File: src/rtl/boot_loader_pkg.sv
// Shared definitions for the boot loader: loader states, memory sizing and write-address width.
`timescale 1ns/1ps
package boot_loader_pkg;
    localparam int MEM_BYTES = 4096;
    localparam int MAX_WORDS = MEM_BYTES / 4;
    localparam int ADDR_W    = 12;

    typedef enum logic [2:0] {
        ST_LEN_LO,
        ST_LEN_HI,
        ST_DATA,
        ST_CHK,
        ST_DONE,
        ST_ERR
    } state_t;
endpackage

File: src/rtl/boot_loader_byte_packer.sv
// Packs accepted bytes little-endian into 32-bit words; word_done pulses the cycle after the 4th byte.
`timescale 1ns/1ps
module byte_packer (
    input  logic        clk,
    input  logic        reset,
    input  logic        load,
    input  logic [7:0]  data,
    output logic        last,
    output logic [31:0] word,
    output logic        word_done
);
    logic [1:0] idx;

    always_ff @(posedge clk) begin
        if (reset) begin
            idx       <= 2'd0;
            word      <= 32'd0;
            word_done <= 1'b0;
        end else begin
            word_done <= load && (idx == 2'd3);
            if (load) begin
                // Shift in from the top so the first byte lands in [7:0] after four loads.
                word <= {data, word[31:8]};
                idx  <= idx + 2'd1;
            end
        end
    end

    assign last = (idx == 2'd3);
endmodule

File: src/rtl/boot_loader.sv
// Receives a length-prefixed, XOR-checked image byte stream and writes it word by word into memory,
// then releases the core reset once the checksum matches.
`timescale 1ns/1ps
module boot_loader #(
    parameter int MEM_BYTES = boot_loader_pkg::MEM_BYTES,
    parameter int MAX_WORDS = MEM_BYTES / 4
) (
    input  logic                              Clk,
    input  logic                              Reset,
    input  logic                              In_Valid,
    input  logic [7:0]                        In_Data,
    output logic                              In_Ready,
    output logic                              Mem_We,
    output logic [boot_loader_pkg::ADDR_W-1:0] Mem_Addr,
    output logic [31:0]                       Mem_Wdata,
    output logic                              Core_Reset,
    output logic                              Done,
    output logic                              Error
);
    import boot_loader_pkg::*;

    localparam logic [16:0] MAX_N = 17'(MAX_WORDS);

    state_t            state;
    logic [7:0]        len_lo;
    logic [7:0]        csum;
    logic [15:0]       nwords;
    logic [15:0]       wcnt;
    logic [ADDR_W-1:0] addr_q;
    logic              xfer;
    logic              load;
    logic              last;
    logic [31:0]       word;
    logic              word_done;
    logic [15:0]       len_n;

    assign xfer  = In_Valid && In_Ready;
    assign load  = xfer && (state == ST_DATA);
    assign len_n = {In_Data, len_lo};

    byte_packer u_packer (
        .clk       (Clk),
        .reset     (Reset),
        .load      (load),
        .data      (In_Data),
        .last      (last),
        .word      (word),
        .word_done (word_done)
    );

    always_ff @(posedge Clk) begin
        if (Reset) begin
            state  <= ST_LEN_LO;
            len_lo <= 8'd0;
            csum   <= 8'd0;
            nwords <= 16'd0;
            wcnt   <= 16'd0;
            addr_q <= '0;
        end else if (xfer) begin
            case (state)
                ST_LEN_LO: begin
                    len_lo <= In_Data;
                    csum   <= csum ^ In_Data;
                    state  <= ST_LEN_HI;
                end
                ST_LEN_HI: begin
                    nwords <= len_n;
                    csum   <= csum ^ In_Data;
                    if (len_n == 16'd0)
                        state <= ST_CHK;
                    else if ({1'b0, len_n} > MAX_N)
                        state <= ST_ERR;
                    else
                        state <= ST_DATA;
                end
                ST_DATA: begin
                    csum <= csum ^ In_Data;
                    if (last) begin
                        // Latch the address alongside the word the packer presents next cycle.
                        addr_q <= ADDR_W'({wcnt, 2'b00});
                        wcnt   <= wcnt + 16'd1;
                        if (wcnt == nwords - 16'd1)
                            state <= ST_CHK;
                    end
                end
                ST_CHK: begin
                    state <= (In_Data == csum) ? ST_DONE : ST_ERR;
                end
                default: state <= state;
            endcase
        end
    end

    assign In_Ready   = !Reset && (state == ST_LEN_LO || state == ST_LEN_HI ||
                                   state == ST_DATA   || state == ST_CHK);
    assign Mem_We     = word_done && !Reset;
    assign Mem_Addr   = Reset ? '0 : addr_q;
    assign Mem_Wdata  = Reset ? 32'd0 : word;
    assign Done       = !Reset && (state == ST_DONE);
    assign Error      = !Reset && (state == ST_ERR);
    assign Core_Reset = Reset || (state != ST_DONE);
endmodule

File: config.mk
export PLATFORM = sky130hd
export DESIGN_NAME = boot_loader
export DESIGN_NICKNAME = d
export VERILOG_FILES = /design/src/rtl/boot_loader_pkg.sv /design/src/rtl/boot_loader_byte_packer.sv /design/src/rtl/boot_loader.sv
export SDC_FILE = /design/constraint.sdc
export NUM_CORES = 1
export LEC_CHECK = 0
export CAP_MARGIN = 20
export CORE_UTILIZATION = 50
export CTS_CLUSTER_SIZE = 10
export DETAILED_ROUTE_END_ITERATION = 10
export MAX_ROUTING_LAYER = met4
export PLACE_DENSITY = 0.79
export REMOVE_ABC_BUFFERS = 1
export SLEW_MARGIN = 5
export SYNTH_ARGS = -nofsm -noshare
export SYNTH_HDL_FRONTEND = slang
export SYNTH_HIERARCHICAL = 1
export SYNTH_SLANG_ARGS = --single-unit
export TNS_END_PERCENT = 50
File: constraint.sdc
create_clock -name Clk -period 1.9 [get_ports Clk]
set_input_delay 0.285 -clock Clk [delete_from_list [all_inputs] [get_ports Clk]]
set_output_delay 0.285 -clock Clk [all_outputs]
set_load 0.005 [all_outputs]
==> impl_metrics.ini, run 1 <==
[run]
cap_violations = 0

[synthesis]
synthCells = 521
synth_edf_count = 0
syn_area_um2 = 4590
synth_ff_type = dfxtp_1
synth-async-reset-ratio_pct = 0
seq_area_frac_synth_pct = 41.9
ys_ff_latch = 96
yosysUniqueCellTypes = 44
syn_area_per_cell_um2 = 8.81
yosysWarningCount = 6

[die]
die_h_um = 97.8
io_pins = 60
dieArea_um2 = 9570
core-area_um2 = 8810
core.rowCount = 34
die-width_um = 97.8
start_util_pct = 52.1

[min_path]
hold-path-cell-count = 3
min_path_type = primary input to register

[critical_path]
endpoint_kind = register
worstPathArrival_ns = 2.29
crit_type = register to register
start_kind = register
r2r_slack_ns = -0.09
path_max_fanout = 5
cpMaxStageDelayCell = or4b_4
reg2reg_depth = 9
required_ns = 2.20
crit_chain = inv_2 -> ha_4 -> or4b_4 -> buf_6 -> o32ai_2 -> a22oi_1 -> nor4_1 -> a31oi_1 -> o21ai_1
slowest_delay_ns = 0.47

[sta]
hold_viol_final = 0
rsz0062_at_grt = true
max_freq_ghz = 0.503
drv_slew = 0
postLayoutSetupSlackWorst_ns = -0.0878
min_period_ns = 1.99
finalCritPeriodShare_pct = 105
final-setup-viol-count = 1
finalClockSkew_ns = 0.0129

[global_route]
grt_pass1_wl_um = 16300
busiest_layer = met2
antenna_found_initial = 0
grt_pass1_vias = 3464
gr-usage-met1_pct = 27.2
grt_overflow = 0
grt_start_max_net_pins = 40
track_usage_pct = 21.7
grt_util_met2_pct = 34.9
groute.layer.met3.usage_pct = 3.29

[place]
port_buffers = 57
gp_congestion = 0.905
hpwlAfterDp_um = 7090
dp_slack_ns = -0.326

[drt]
ant_nets = 0
via_count = 3757
wirelength_um = 9880
drtIter0Drc = 241
viasPerCell = 5.23
dr.pass1.iters = 7
drc_errors = 8
wl_per_cell_um = 13.8

[clocking]
cts_buffers = 9
cts-root-buf = clkbuf_8
cts.hold.buffers_added = 0
clockBufferDepth = 2
cts_tree = yes
cts.reportedPaths.clkPinSlew_ns = 0.09
h-tree-depth = 3
clk-insertion-delay-late_ns = 0.37
clock_sinks = 96

[cells_and_area]
multi_input_area_um2 = 2510
final_common_cell = nor2_1
final_nets = 619
area_growth_pct = 26.4
diodes = 0
register_area_um2 = 1920
drive_above_1_share_pct = 14.4
layout_common_cells = nor2_1, dfxtp_1, mux2i_1, clkdlybuf4s50_1, buf_4
fill_cells = 701

[power]
peakVddDrop_mv = 0.395
power_w = 0.00390
p_leak_nw = 2.38
power.density_nw_per_um2 = 672

[outcome]
violations = design-rule violations, negative setup slack
outcome = finished, violations left
[layout make-up]
cell class,count,share of cell area (%)
Clock buffer,9,2.13
Inverter,8,0.517
Timing Repair Buffer,105,16.7
Sequential cell,96,33.2
Multi-Input combinational cell,385,43.3
Tap cell,108,2.33
Clock inverter,7,1.88
[synthesized netlist by cell type, drive strengths merged, types with 2 or more instances]
library cell	count	share of area (%)
nor4	6	0.82
inv	8	0.65
nand3	9	0.98
and3	6	0.82
clkbuf	18	1.5
dfxtp	96	42
nand2	39	3.2
or3	3	0.41
and2	2	0.27
mux2i	60	13
buf	15	2.8
a21oi	11	1.2
nor2b	44	6.0
mux2	4	0.98
nand4	11	1.5
ha	3	0.82
o21ai	5	0.55
nor2	103	8.5
xor2	33	6.3
nor3	8	0.98
xnor2	21	4.0
[power by group]
part | internal (W) | total, W | switching [W]
registers | 0.00204 | 0.00206 | 0.0000249
clock network | 0.000771 | 0.00154 | 0.000773
logic | 0.000132 | 0.000295 | 0.000163
total | 0.00294 | 0.00390 | 0.000961
[registers in the layout, summed over array words and instances, names as in the netlist]
name and cells:
u_packer/word 32, addr_q 10, nwords 16, state 3, u_packer/idx 2, csum 8, u_packer/word_done 1, len_lo 8
wcnt 16
[per-stage QoR]
step           area [µm²]  hold slack (ns)  instances  util [%]  TNS (ns)
2_1_floorplan        4400            0.352        489         -    -16.33
3_3_place_gp         5490            0.440        701      62.4     -4.74
3_5_place_dp         5490            0.443        701      62.4     -5.15
4_1_cts              5780            0.436        718      65.6    -0.129
5_1_grt              5800            0.449        718      65.9    -0.277
6_report             5800            0.453        718      65.9   -0.0878
[kinds of logic after synthesis]
kind of cell	Yosys count	synth area share (%)
other	1	0.0817
AND/OR/NAND/NOR	233	23.8
multiplexers	64	14.1
XOR/XNOR	54	10.3
buffers and inverters	41	4.91
adder cells (fa/ha/maj)	3	0.818
AO/OA/AOI/OAI	29	4.14
flip-flops	96	41.9
[final timing paths]
| check | endpoint | startpoint |
|---|---|---|
| setup / recovery | state[0] | nwords[1] |
| hold / removal | nwords[4] | Reset |
| setup reg to reg | state[0] | nwords[1] |
| hold reg to reg | addr_q[7] | addr_q[7] |
[per-layer routing]
metal	up-vias	routed length (µm)	share of wire (%)
li1	1888	-	-
met2	67	4750	48
met3	17	299	3.0
met1	1785	4630	47
met5	-	0	0
met4	0	201	2.0
[worst max-delay path: cells and delay by family, from the launching register on]
family | cells | cell delay [ns]
AND/OR/NAND/NOR | 2 | 0.78
adder cells (fa/ha/maj) | 1 | 0.13
flip-flops | 1 | 0.34
buffers and inverters | 2 | 0.21
AO/OA/AOI/OAI | 4 | 0.47
[repair_timing]
action / in CTS / in global routing
resized for setup: 14 / 8
setup endpoints to repair: 3 / 7
pin swaps: 5 / 6
setup buffers: 1 / 0
Note: power is estimated with default switching activity, not from simulation.
==> inputs of run 2 (changes only) <==
RECOVER_POWER = 100   (was unset)
==> run 2 against run 1 <==
Net effect:
- the flow still finishes with violations (design-rule violations, negative setup slack)
- design area down 1.2%
- first-iteration DRC count is 7.1% lower
- combinational power down 3%
- routed wire length shrank 0.24%
- non-clock buffer count unchanged
- fmax shrank 0.42%
- global-route usage stayed put
- die area did not move
- critical endpoint unchanged
- largest power group unchanged
- highest routed layer unchanged
==> impl_metrics.ini, run 2 (synthesized netlist as in run 1, its figures left out) <==
[outcome]
violations = design-rule violations, negative setup slack
outcome = finished, violations left

[critical_path]
worstPathArrival_ns = 2.29
critPathCapture = state[0]
crit_type = register to register
r2r_slack_ns = -0.1
rr_endpoint = state[0]
start_kind = register
crit_chain = inv_2 -> ha_4 -> or4b_4 -> buf_6 -> o32ai_2 -> a22oi_1 -> nor4_1 -> a31oi_1 -> o21ai_1
reg2reg_depth = 9
path_max_fanout = 5
cpMaxStageDelayCell = or4b_4
slowest_delay_ns = 0.47
required_ns = 2.20
endpoint_kind = register
critPathLaunch = nwords[1]
r2r_start = nwords[1]

[die]
die-width_um = 97.8
die_h_um = 97.8
dieArea_um2 = 9570
core-area_um2 = 8810
core.rowCount = 34
start_util_pct = 52.1
io_pins = 60

[global_route]
grt_overflow = 0
grt_start_max_net_pins = 40
grt_pass1_vias = 3464
track_usage_pct = 21.7
grt_pass1_wl_um = 16300
antenna_found_initial = 0

[sta]
max_freq_ghz = 0.501
finalCritPeriodShare_pct = 105
min_period_ns = 2.00
final-setup-viol-count = 5
drv_slew = 0
finalClockSkew_ns = 0.0149
postLayoutSetupSlackWorst_ns = -0.0961
fin_worst_hold_slack_ns = 0.455
hold_viol_final = 0
rsz0062_at_grt = true

[power]
peakVddDrop_mv = 0.395
p_sw_share_pct = 24.6
p_leak_nw = 2.49
clock_power_share_pct = 39.6
comb_power_share_pct = 7.4
internal-power_w = 0.00293
power.switching_w = 0.000956
pwr-share-seq_pct = 53.0
power.density_nw_per_um2 = 679

[cells_and_area]
area_growth_pct = 24.9
top_register = u_packer/word
drive_above_1_share_pct = 13.3
final_nets = 619
reg_top3 = u_packer/word x32, nwords x16, wcnt x16
diodes = 0
layout_common_cells = nor2_1, dfxtp_1, mux2i_1, nor2b_1, dlygate4sd3_1
final_common_cell = nor2_1
largest_reg_flops = 32

[clocking]
cts-root-buf = clkbuf_8
clock_sinks = 96
h-tree-depth = 3
cts_tree = yes
cts_buffers = 9
clockBufferDepth = 2
clk-insertion-delay-late_ns = 0.37
cts.reportedPaths.clkPinSlew_ns = 0.10

[drt]
drc_errors = 8
dr.pass1.iters = 8
wl_per_cell_um = 13.7
ant_nets = 0
drtIter0Drc = 224
wirelength_um = 9860
viasPerCell = 5.23
via_count = 3757

[place]
hpwlAfterDp_um = 7090
port_buffers = 57
gp_congestion = 0.905
dp_slack_ns = -0.326

[min_path]
min_path_type = register to register

[run]
cap_violations = 0
[run 2: cell types whose count changed in the layout (fill, tap and decap cells not counted)]
cell and change:
clkdlybuf4s50_1 -42, dlygate4sd3_1 +42, buf_4 -12, clkbuf_1 +5
clkbuf_4 +5, clkbuf_2 +4, buf_12 -3, buf_6 +1
nand3_1 +1, nand3_2 -1, nor2_1 +1, nor2_2 -1
[run 2: layout make-up]
cell class              instances  area (µm²)
clock buffers                   9         124
well taps                     108         135
repair buffers                105         908
inverters                       8        30.0
multi-input cells             385        2500
clock inverters                 7         109
fillers                       720        3070
flip-flops and latches         96        1920
[run 2: power by group through the flow]
| stage | Combinational (W) | Clock, W | Sequential (W) |
|---|---|---|---|
| 2_1_floorplan | 0.000128 | 0 | 0.00210 |
| 3_3_place_gp | 0.000279 | 0 | 0.00211 |
| 3_5_place_dp | 0.000285 | 0 | 0.00211 |
| 4_1_cts | 0.000293 | 0.00157 | 0.00206 |
| 5_1_grt | 0.000313 | 0.00166 | 0.00207 |
| 6_report | 0.000287 | 0.00154 | 0.00206 |
[run 2: critical path: cells and delay by family (launching register included)]
kind                       cells  cell delay, ns
AOI/OAI and AO/OA              4            0.48
adders and majority gates      1            0.13
buffers and inverters          2            0.21
and+or+nand+nor                2            0.78
DFF                            1            0.34
[run 2: through the flow]
step / instance area (µm²) / std cells / util (%) / power, W / TNS (ns)
floorplan: 4400 / 489 / - / 0.00223 / -16.33
global placement: 5490 / 701 / 62.4 / 0.00239 / -4.74
detailed placement: 5490 / 701 / 62.4 / 0.00239 / -5.15
CTS: 5780 / 718 / 65.6 / 0.00392 / -0.129
global route: 5730 / 718 / 65.1 / 0.00404 / -2.08
finish: 5730 / 718 / 65.1 / 0.00389 / -0.162
[run 2: layer usage]
metal | track usage (%) | wire length, µm
met4 | 9.09 | 154
met3 | 3.29 | 328
met1 | 27.2 | 4540
met2 | 34.9 | 4830
met5 | - | 0
[run 2: worst min path at each step]
stage | from | endpoint | slack (ns) | depth (start not counted)
4_1_cts | Reset | wcnt[3] | 0.44 | 3
2_1_floorplan | Reset | u_packer/idx[0] | 0.35 | 1
3_3_place_gp | addr_q[3] | addr_q[3] | 0.44 | 2
5_1_grt | Reset | nwords[4] | 0.47 | 3
3_5_place_dp | addr_q[7] | addr_q[7] | 0.44 | 2
6_report | addr_q[7] | addr_q[7] | 0.45 | 2
[run 2: what timing repair did]
item / in CTS / in global routing
pin swaps: 5 / 6
gates resized for setup: 14 / 8
setup endpoints to repair: 3 / 7
hold buffers: 0 / 0
setup buffers: 1 / 0
==> inputs of run 3 (changes only) <==
CORE_MARGIN = 4   (was unset)
SLEW_MARGIN = 30   (was 5)
==> run 3 against run 2 <==
Net effect:
- routed wire length up 3.1%
- sequential share of layout area down 0.30 points
- first-iteration DRC count down 25%
- power up 3.8%
- the run ends with negative setup slack left
- clock power up 9%
- largest cell class unchanged
- non-clock buffer count up 1
- die area up 13%
- core utilization up 0.22 points
==> impl_metrics.ini, run 3 (synthesized netlist as in run 1, its figures left out) <==
[outcome]
outcome = finished, violations left
violations = negative setup slack

[sta]
postLayoutSetupSlackWorst_ns = -0.0767
final-setup-viol-count = 1
finalCritPeriodShare_pct = 104
drv_slew = 0
finalClockSkew_ns = 0.0119
hold_viol_final = 0
max_freq_ghz = 0.506
rsz0062_at_grt = true
min_period_ns = 1.98

[min_path]
min_to = addr_q[4]
min_path_type = register to register
hold-path-cell-count = 2
hold_start = addr_q[4]

[global_route]
antenna_found_initial = 0
track_usage_pct = 19.4
grt_pass1_vias = 3637
grt_start_max_net_pins = 59
grt_pass1_wl_um = 17100
grt_overflow = 0

[clocking]
cts-root-buf = clkbuf_8
cts_buffers = 9
postCtsSetupRepairBufs = 0
cts.hold.buffers_added = 0
h-tree-depth = 3
cts.reportedPaths.clkPinSlew_ns = 0.10
clock_sinks = 96
clk-insertion-delay-late_ns = 0.37
cts_tree = yes
clockBufferDepth = 2

[place]
dpl_cell_area_um2 = 5520
dp_cells = 703
gp_congestion = 0.889
hpwlAfterDp_um = 7330
port_buffers = 57

[critical_path]
reg2reg_depth = 9
r2r_start = nwords[1]
required_ns = 2.21
slowest_delay_ns = 0.47
endpoint_kind = register
crit_chain = inv_2 -> ha_4 -> or4b_4 -> buf_6 -> o32ai_4 -> a22oi_2 -> nor4_1 -> a31oi_1 -> o21ai_1
start_kind = register
rr_endpoint = state[0]
crit_type = register to register
cpMaxStageDelayCell = or4b_4
path_max_fanout = 5
r2r_slack_ns = -0.08
worstPathArrival_ns = 2.28

[power]
peakVddDrop_mv = 0.435
power_w = 0.00404
power.density_nw_per_um2 = 698
p_leak_nw = 2.47

[drt]
wl_per_cell_um = 14.1
viasPerCell = 5.28
ant_nets = 0
drc_errors = 0
via_count = 3796
dr.pass1.iters = 5
drtIter0Drc = 167
wirelength_um = 10200

[cells_and_area]
layout_common_cells = nor2_1, dfxtp_1, mux2i_1, nor2b_1, nand2_1
final_common_cell = nor2_1
top_register = u_packer/word
fin_area_um2 = 5780
drive_above_1_share_pct = 13.7
reg_top3 = u_packer/word x32, nwords x16, wcnt x16
final_cells = 719
largest_reg_flops = 32
diodes = 0
final_core_util_pct = 65.3
final_nets = 620
area_growth_pct = 25.9

[die]
die-width_um = 104
die_h_um = 104
start_util_pct = 51.9
io_pins = 60
dieArea_um2 = 10800
core.rowCount = 34
core-area_um2 = 8850

[run]
cap_violations = 0
-- run 3: layout make-up --
cell class,instances,area (µm²)
Clock inverter,7,130
Sequential cell,96,1920
Fill cell,721,3070
Multi-Input combinational cell,385,2510
Tap cell,108,135
Timing Repair Buffer,106,925
Inverter,8,30.0
Clock buffer,9,124
-- run 3: worst max-delay path by stage --
stage / start / endpoint / slack [ns] / cells after the start
2_1_floorplan: state[2] / u_packer/idx[1] / -0.47 / 4
3_3_place_gp: In_Valid / wcnt[14] / -0.34 / 8
3_5_place_dp: In_Valid / wcnt[14] / -0.41 / 8
4_1_cts: nwords[0] / state[0] / -0.13 / 9
5_1_grt: nwords[0] / state[0] / -0.14 / 10
6_report: nwords[1] / state[0] / -0.08 / 9
-- run 3: worst max-delay path, delay by kind of cell, from the launching register on --
| kind | cells | cell delay, ns |
|---|---|---|
| fa+ha+maj | 1 | 0.13 |
| compound gates | 4 | 0.49 |
| flops | 1 | 0.33 |
| buf+inv | 2 | 0.22 |
| simple gates | 2 | 0.74 |
-- run 3: power by group --
| group | leakage (nW) | internal, W | switching, W |
|---|---|---|---|
| Combinational | 1.56 | 0.000130 | 0.000164 |
| Clock | 0.128 | 0.000902 | 0.000780 |
| Sequential | 0.776 | 0.00204 | 0.0000236 |
-- run 3: per-stage QoR --
| stage | setup slack (ns) | hold WS (ns) | TNS [ns] |
|---|---|---|---|
| 2_1_floorplan | -0.469 | 0.352 | -16.33 |
| 3_3_place_gp | -0.341 | 0.439 | -6.21 |
| 3_5_place_dp | -0.410 | 0.442 | -9.23 |
| 4_1_cts | -0.131 | 0.456 | -0.131 |
| 5_1_grt | -0.136 | 0.480 | -2.42 |
| 6_report | -0.0767 | 0.454 | -0.0767 |
-- run 3: repair_timing --
item                       in CTS  in global routing
pin swaps                       0                  6
setup endpoints to repair       4                  5
resized for setup               9                 14
-- run 3: routing by layer --
layer / wire [µm] / GRT usage, %
met5: 0 / -
met1: 4690 / 24.7
met2: 4800 / 31.4
met3: 504 / 2.86
met4: 165 / 7.22
